### config.mk
export PLATFORM = sky130hd
export DESIGN_NAME = dispatch_ctrl
export DESIGN_NICKNAME = d
export VERILOG_FILES = /design/src/rtl/dispatch_ctrl.sv
export SDC_FILE = /design/constraint.sdc
export NUM_CORES = 1
export LEC_CHECK = 0
export CAP_MARGIN = 20
export CELL_PAD_IN_SITES_DETAIL_PLACEMENT = 0
export CELL_PAD_IN_SITES_GLOBAL_PLACEMENT = 1
export CORE_ASPECT_RATIO = 0.75
export CORE_MARGIN = 5
export CORE_UTILIZATION = 33
export CTS_CLUSTER_DIAMETER = 100
export CTS_CLUSTER_SIZE = 10
export DETAILED_ROUTE_END_ITERATION = 8
export GPL_ROUTABILITY_DRIVEN = 0
export GPL_TIMING_DRIVEN = 0
export HOLD_SLACK_MARGIN = 0.05
export PLACE_DENSITY = 0.79
export RECOVER_POWER = 50
export SLEW_MARGIN = 20
export SYNTH_ARGS = -nofsm -noshare
export SYNTH_HDL_FRONTEND = slang
export SYNTH_SLANG_ARGS = --single-unit
### constraint.sdc
create_clock -name clk -period 4.5 [get_ports clk]
set_clock_uncertainty 0.2 [all_clocks]
set_input_delay 1.35 -clock clk [delete_from_list [all_inputs] [get_ports clk]]
set_output_delay 1.35 -clock clk [all_outputs]
set_load 0.005 [all_outputs]
### src/rtl/dispatch_ctrl.sv
// rtl/dispatch_ctrl.sv - in-order 2-wide dispatch with IQ credits and PLV serialisation
module dispatch_ctrl #(
  parameter int IQ_DEPTH = 8,
  parameter int CNT_W    = $clog2(IQ_DEPTH + 1)
) (
  input  logic               clk,
  input  logic               rst,
  input  logic               flush,
  input  logic               slot0_vld,
  input  logic [3:0]         slot0_iq,
  input  logic               slot0_plv,
  input  logic               slot1_vld,
  input  logic [3:0]         slot1_iq,
  input  logic               slot1_plv,
  input  logic [3:0]         iq_release,
  input  logic               rob_empty,
  input  logic               serial_done,
  output logic               dispatch0,
  output logic               dispatch1,
  output logic               hold_decode,
  output logic [4*CNT_W-1:0] iq_free_cnt,
  output logic               serial_busy
);

  typedef enum logic [1:0] {
    RUN   = 2'd0,
    DRAIN = 2'd1,
    BLOCK = 2'd2
  } state_t;

  localparam logic [CNT_W-1:0] DEPTH_C = CNT_W'(IQ_DEPTH);
  localparam logic [CNT_W:0]   DEPTH_W = (CNT_W + 1)'(IQ_DEPTH);

  // Credit index i matches iq bit i: 3=ALU0, 2=ALU1, 1=AGU, 0=BRU
  state_t           state;
  logic [CNT_W-1:0] cnt     [4];
  logic [CNT_W-1:0] cnt_nxt [4];
  logic [CNT_W:0]   sum     [4];
  logic [3:0]       has1;
  logic [3:0]       has2;
  logic             fit0;
  logic             fit1;

  // Per-IQ availability and slot fit checks; slot1 must fit on top of slot0
  always_comb begin
    for (int i = 0; i < 4; i++) begin
      has1[i] = (cnt[i] >= CNT_W'(1));
      has2[i] = (cnt[i] >= CNT_W'(2));
    end
    fit0 = &(~slot0_iq | has1);
    fit1 = &(~slot1_iq | (slot0_iq & has2) | (~slot0_iq & has1));
  end

  // Dispatch decision and decode hold, suppressed during reset and flush
  always_comb begin
    dispatch0   = 1'b0;
    dispatch1   = 1'b0;
    hold_decode = 1'b0;
    if (!rst && !flush) begin
      case (state)
        RUN: begin
          if (slot0_vld) begin
            if (slot0_plv) begin
              dispatch0 = rob_empty & fit0;
            end else begin
              dispatch0 = fit0;
              dispatch1 = fit0 & slot1_vld & ~slot1_plv & fit1;
            end
          end
        end
        DRAIN:   dispatch0 = slot0_vld & rob_empty & fit0;
        default: ;
      endcase
      hold_decode = (slot0_vld & ~dispatch0) | (slot1_vld & slot0_vld & ~dispatch1);
    end
  end

  // Next credit: consume dispatches, add releases, saturate at the queue depth
  always_comb begin
    for (int i = 0; i < 4; i++) begin
      sum[i] = {1'b0, cnt[i]}
             - (CNT_W + 1)'(dispatch0 & slot0_iq[i])
             - (CNT_W + 1)'(dispatch1 & slot1_iq[i])
             + (CNT_W + 1)'(iq_release[i]);
      cnt_nxt[i] = (sum[i] > DEPTH_W) ? DEPTH_C : sum[i][CNT_W-1:0];
    end
  end

  // Credit registers; reset and flush refill every queue
  always_ff @(posedge clk) begin
    for (int i = 0; i < 4; i++) begin
      if (rst || flush) cnt[i] <= DEPTH_C;
      else              cnt[i] <= cnt_nxt[i];
    end
  end

  // Serialisation FSM with registered busy flag
  always_ff @(posedge clk) begin
    if (rst || flush) begin
      state       <= RUN;
      serial_busy <= 1'b0;
    end else begin
      case (state)
        RUN: begin
          if (slot0_vld && slot0_plv) begin
            if (!rob_empty) begin
              state       <= DRAIN;
              serial_busy <= 1'b1;
            end else if (fit0) begin
              state       <= BLOCK;
              serial_busy <= 1'b1;
            end
          end
        end
        DRAIN: begin
          if (dispatch0) begin
            state       <= BLOCK;
            serial_busy <= 1'b1;
          end
        end
        BLOCK: begin
          if (serial_done) begin
            state       <= RUN;
            serial_busy <= 1'b0;
          end
        end
        default: begin
          state       <= RUN;
          serial_busy <= 1'b0;
        end
      endcase
    end
  end

  assign iq_free_cnt = {cnt[3], cnt[2], cnt[1], cnt[0]};

endmodule

# Word-level counts from Yosys, hierarchy flattened
# Memory sizes are Yosys's and may differ from the RTL's.
# Index checks and enable logic that the tools add are counted.
# classes
add_sub_neg	12
order_cmp	12
n_eq_ne	6
n_mux	34
bitwise	32
n_reduce_logical	9
# op_table
operator	count
2-to-1 mux 4 bit	8
adder 5 x 1 -> 5 bit	4
> comparator 5 x 4 -> 1 bit, second input constant	4
subtractor 4 x 1 -> 5 bit	4
subtractor 5 x 1 -> 5 bit	4
2-to-1 mux 1 bit	18
AND 1 bit	17
>= comparator 4 x 1 -> 1 bit, second input constant	4
>= comparator 4 x 2 -> 1 bit, second input constant	4
bitwise OR 4 bit	3
AND reduction 4 bit	3
2-to-1 mux 2 bit	5
AND 4 bit	2
inverter 4 bit	2
inequality test 2 bit, second input constant	3
one-hot mux 2 bit (3 select lines)	1
bitwise OR 1 bit	5
inequality test 3 bit, second input constant	1
inverter 1 bit	3
one-hot mux 1 bit (3 select lines)	1
== test 2 x 1 -> 1 bit, second input constant	1
== test 2 bit, second input constant	1
logical AND 1 bit	2
logical NOT 1 bit	2
3 further kinds	3
# totals
reg_bits	3
mem_bits_rw	16
inputBits	21
out_inout_bits	20
wordCells	108
n_memories	1
# memory_table
memory	words	word_bits	rd	rd_ports_with_merged_regs	wr	line_no	source
cnt	4	4	4	0	4	36	logic [CNT_W-1:0] cnt [4];

# Longest topological paths before layout
# logic_depth
ltp_word	17
mapped_depth	17

# Worst setup path after synthesis
# No wires, ideal clock.
# synth_path
kind	input to register
startpoint	in slot0_iq[3]
endpoint	mem cnt[3][0] (netlist bit)
t_arrival_ns	4.157
slack_ns	0.084
path_stages	15
n_path_buf	0
cell_sequence	and4bb_1 > a311o_1 > nor2_1 > and3_1 > and2_1 > fa_1 > inv_1 > ha_1 > ha_1 > inv_1 > fa_1 > xnor2_1 > a21oi_1 > nor3_1 > and2_1
# synth_lines
item	line_no	source
from (decl)	10	input logic [3:0] slot0_iq,
to (decl)	36	

==> flow_metrics.env <==
export IMPL_worstPathArrival_ps=4370
export IMPL_crit_family="adder cells"
export IMPL_synth_area_mm2=0.00158
export IMPL_core_rowCount=21
export IMPL_synthAdderAreaFrac=0.299
export IMPL_vias_per_cell=4.63
export IMPL_clk_path_buf_depth=2
export IMPL_ys_async_sr_fraction=0
export IMPL_cts_tree="built"
export IMPL_num_io_pins=41
export IMPL_whs_ps=330
export IMPL_slew_headroom=0.629
export IMPL_power_frac_comb=0.249
export IMPL_cp_max_fo=5
export IMPL_synth_edf_count=0
export IMPL_power_frac_clock=0.310
export IMPL_post_dp_cell_area_mm2=0.00206
export IMPL_holdPathStages=1
export IMPL_grt_pass1_wl_mm=6.31
export IMPL_critPathMaxStageDelay_ps=430
export IMPL_place_inst=277
export IMPL_crit_path_start_kind="input pin"
export IMPL_synth_mux_area_frac=0
export IMPL_clock_sinks=19
export IMPL_path_cells="dlygate4sd2_1, nor2b_1, o22ai_1, a311oi_2, and3_4, and2_4, fa_1, inv_2, ha_4, ha_4, inv_2, fa_2, xnor2_2, a21oi_2, nor3_2, and2_1"
export IMPL_synth_warnings=0
export IMPL_nNetsFinal=295
export IMPL_ys_seq_area_frac=0.240
export IMPL_grt_max_degree=13
export IMPL_reg2reg_depth=17
export IMPL_core_region_area_mm2=0.00455
export IMPL_min_from="serial_busy"
export IMPL_p_int_mw=0.289
export IMPL_drt_iter0_drc=14
export IMPL_highest_layer="met4"
export IMPL_syn_inst=180
export IMPL_crit_start="slot0_iq[0]"
export IMPL_cts_root_buf="clkbuf_8"
export IMPL_areaGrowthSynthToFinish_pct=52.9
export IMPL_post_drt_wl_per_cell_um=12.9
export IMPL_drt_wl_total_mm=3.82
export IMPL_switching_share=0.277
export IMPL_dr_wl_met3_um=170
export IMPL_start_util=0.348
export IMPL_grtUsageTotal=0.120
export IMPL_final_area_mm2=0.00242
export IMPL_synth_flop_cell="dfxtp_1"
export IMPL_p_leak_nw=1.14
export IMPL_die_x_um=90
export IMPL_synth_nets=234
export IMPL_path_clk_slew_ps=80
export IMPL_critical_path_slowest_cell="fa_1"
export IMPL_vias=1376
export IMPL_timing_max_cap_violations=0
export IMPL_critPathKind="in -> reg"
export IMPL_r2r_start="cnt[3][2]"
export IMPL_wl_met1_mm=1.95
export IMPL_grt_overflow=0
export IMPL_drive_above_1_share=0.283
export IMPL_period_minus_slack_ps=4410
export IMPL_seqPwrFrac=0.441
export IMPL_antenna_found_initial=0
export IMPL_drc=0
export IMPL_n_antenna_cell=0
export IMPL_tns_ps=0
export IMPL_die_h_um=70
export IMPL_synth_xor_area_frac=0.0442
export IMPL_final_antenna_net_count=0
export IMPL_wl_met2_mm=1.68
export IMPL_ir_drop_mv=0.187
export IMPL_cts_buffers=3
export IMPL_numPortBuffers=40
export IMPL_final_cells=297
export IMPL_yosys_area_share_simple=0.209
export IMPL_hold_viol_final=0
export IMPL_p_switching_mw=0.111
export IMPL_status="complete, no violations"
export IMPL_path_buf_inv=3
export IMPL_dp_hpwl_mm=2.91
export IMPL_synth_compound_area_frac=0.116
export IMPL_ys_ff_latch=19
export IMPL_insertion_delay_ps=260
export IMPL_path_depth=16
export IMPL_die_area_mm2=0.00630
export IMPL_crit_path_end_kind="register"
export IMPL_synth_top_family_by_area="adder cells"
export IMPL_fillCellCount=423
export IMPL_first_pass_iters=4
export IMPL_post_route_period_util=0.980
export IMPL_hold_class="reg -> reg"
export IMPL_slew_violations=0
export IMPL_max_freq_ghz=0.227
export IMPL_p_per_area_mw_per_mm2=165
export IMPL_cts_max_level=1
export IMPL_synth_cell_type_count=34
export IMPL_ctsHoldBuffers=0
export IMPL_setup_viol=0
export IMPL_finalPower_mw=0.400
export IMPL_grt_pass1_vias=1369
export IMPL_synth_area_per_cell_um2=8.80
export IMPL_tightestPinTransition_ps=556
export IMPL_required_ps=4460
==> layer usage <==
layer,vias to the layer above,track usage
met1,631,0.166
met3,2,0.0397
met4,0,0.0149
met2,26,0.186
met5,-,0
li1,717,-
==> metrics by stage <==
step | worst slack (ps) | utilization
6_report | 91.2 | 0.533
5_1_grt | -14.7 | 0.533
4_1_cts | 5.42 | 0.499
3_5_place_dp | -753 | 0.452
3_3_place_gp | -744 | 0.452
2_1_floorplan | 84.1 | -
==> flip-flops by register name (all words and copies together), names as in the netlist <==
| name | flops |
|---|---|
| serial_busy | 1 |
| cnt | 16 |
| state | 2 |
==> layout make-up <==
type | instances | area, um^2 | area share
multi-input combinational | 122 | 1270 | 0.526
timing repair buffer | 56 | 502 | 0.207
sequential | 19 | 380 | 0.157
inverter | 38 | 143 | 0.0589
tap | 57 | 71.3 | 0.0294
clock buffer | 3 | 41.3 | 0.0170
clock inverter | 1 | 7.51 | 0.00310
buffer | 1 | 3.75 | 0.00155
==> cell usage after synthesis, drive strengths merged, types with 4 or more instances <==
cell type | instances | area (um^2)
ha | 25 | 313
fa | 8 | 160
inv | 38 | 143
and2 | 16 | 100
xnor2 | 8 | 70.1
nor3 | 6 | 46.3
dfxtp | 19 | 380
nand2 | 5 | 18.8
a21oi | 9 | 45.0
o21bai | 4 | 30.0
nor2 | 8 | 30.0
nor2b | 4 | 25.0
nor4 | 4 | 25.0
==> cells in the final DEF, fill, tap and decap left out, drive strengths merged, types with 3 or more instances in the layout <==
cell | Yosys | layout
nor2 | 8 | 8
o21bai | 4 | 4
dlygate4sd2 | 0 | 7
clkbuf | 1 | 6
nor3 | 6 | 6
fa | 8 | 8
clkdlybuf4s50 | 0 | 9
xnor2 | 8 | 8
inv | 38 | 38
dfxtp | 19 | 19
nand2 | 5 | 5
o21ai | 3 | 3
and2 | 16 | 16
nor2b | 4 | 4
dlygate4sd3 | 0 | 17
a21oi | 9 | 9
nand3b | 3 | 3
nor4 | 4 | 4
ha | 25 | 25
buf | 0 | 17
==> cells by family after synthesis <==
group / Yosys count
adder cells (fa/ha/maj): 33
buffers and inverters: 39
AO/OA/AOI/OAI: 27
AND/OR/NAND/NOR: 54
flip-flops: 19
XOR/XNOR: 8
==> power by group through the flow <==
stage,clock (mW),sequential [mW],combinational [mW]
after floorplan,0,0.179,0.0408
after global placement,0,0.179,0.0771
after detailed placement,0,0.179,0.0774
after CTS,0.128,0.176,0.0878
after global routing,0.136,0.177,0.110
final,0.124,0.176,0.0996
==> timing repair <==
item / CTS / global route
setup buffers: 9 / 7
resized for setup: 40 / 35
setup endpoints to repair: 19 / 18
pin swaps: 18 / 27
==> worst paths after layout <==
| path | end | slack (ps) |
|---|---|---|
| setup / recovery | cnt[0][0] | 90 |
| hold / removal | serial_busy | 330 |
| setup reg to reg | cnt[0][0] | 550 |
| hold reg to reg | serial_busy | 330 |
Power figures use the tool's default switching activity.
==> RTL edit (config.mk and constraints unchanged) <==
Set the parameter `IQ_DEPTH` to 4 (it was 8).
--- a/src/rtl/dispatch_ctrl.sv
+++ b/src/rtl/dispatch_ctrl.sv
@@ -1,5 +1,5 @@
 // rtl/dispatch_ctrl.sv - in-order 2-wide dispatch with IQ credits and PLV serialisation
 module dispatch_ctrl #(
-  parameter int IQ_DEPTH = 8,
+  parameter int IQ_DEPTH = 4,
   parameter int CNT_W    = $clog2(IQ_DEPTH + 1)
 ) (
Ports: changed (resized iq_free_cnt); port bits go from 41 to 37. No check against the original RTL was run, so the function may have changed too.
==> RTL edit against the original RTL <==
  * Sequential cell count shrank 4
  * Sequential power fell by 23%
  * Count of clock-buffer cells in the layout unchanged
  * Setup slack worse by 0.077 ns
  * Cell area decreased by 13%
  * Via count down 14%
  * Wire length down 2.3%
  * Power down 17%
  * Area after synthesis shrank 21%
==> RTL edit: results (changes against the original RTL) <==
[finish]
clk_share_pct = 2.32  ; +0.31 points
seq_cells = 15  ; -4
fill_cells = 336  ; -21%
multi_input_area_um2 = 1050  ; -17%
nets = 237  ; -20%

[route]
vias = 1190  ; -14%
post_drt_wl_per_cell_um = 15.1  ; +17%

[yosys]
synth.top_cells.by_count = inv_1, dfxtp_1, and2_1
ys_types = 33  ; -2.9%
synth_compound_area_share_pct = 9.05  ; -2.6 points
ys_seq_area_share_pct = 23.9  ; -0.13 points
synthAdderAreaFrac_pct = 24.7  ; -5.2 points

[setup_path]
required_ns = 2.95  ; -1.51 ns
r2r-start = cnt[0][2]
slowest_stage = or4_4
max_stage_delay_ns = 0.57  ; +0.14 ns

[global_routing]
grtUsageMet3_pct = 5.84  ; +1.9 points
grt_use_total_pct = 14.7  ; +2.7 points
gr-usage-met1_pct = 18.1  ; +1.5 points
grt_pass1_vias = 1251  ; -8.6%

[clock_tree]
cts_resized = 47  ; +18%
cts_setup_buffers = 8  ; -1

[power]
pwr.group.clock_mw = 0.119  ; -4%
vdd_drop_max_mv = 0.119  ; -36%

[timing]
worstMarginPinSlew_ns = 0.354  ; -0.202 ns
hold_slack_ns = 0.290  ; -0.0400 ns

[run_status]
status = finished, final reports clean

[placed_design]
dp_hpwl_um = 2530  ; -13%

RTL edit: cell types whose count changed after synthesis, sizes merged, moves of 3 or more:
cell / unedited run / this run
nand3b: 3 / 0
a211oi: 0 / 3
inv: 38 / 29
nor4: 4 / 1
a21oi: 9 / 3
o21bai: 4 / 1
ha: 25 / 12
or4: 1 / 4
and2: 16 / 13
dfxtp: 19 / 15
nor2: 8 / 5
nor4b: 0 / 4
xnor2: 8 / 4
RTL edit: stage by stage:
step                      cells  area (um^2)  worst slack [ns]
after global routing        247         2100           -0.0138
after global placement      224         1680            -0.612
after CTS                   236         1900          0.000255
final                       247         2100            0.0141
after floorplan             136         1260            0.0920
after detailed placement    224         1680            -0.680
RTL edit: path summary, 6_finish.rpt:
| kind | end | depth (start not counted) |
|---|---|---|
| worst min-delay path | serial_busy | 2 |
| worst min register to register | serial_busy | 2 |
| worst max register to register | cnt[3][0] | 15 |
| worst max-delay path | dispatch0 | 8 |
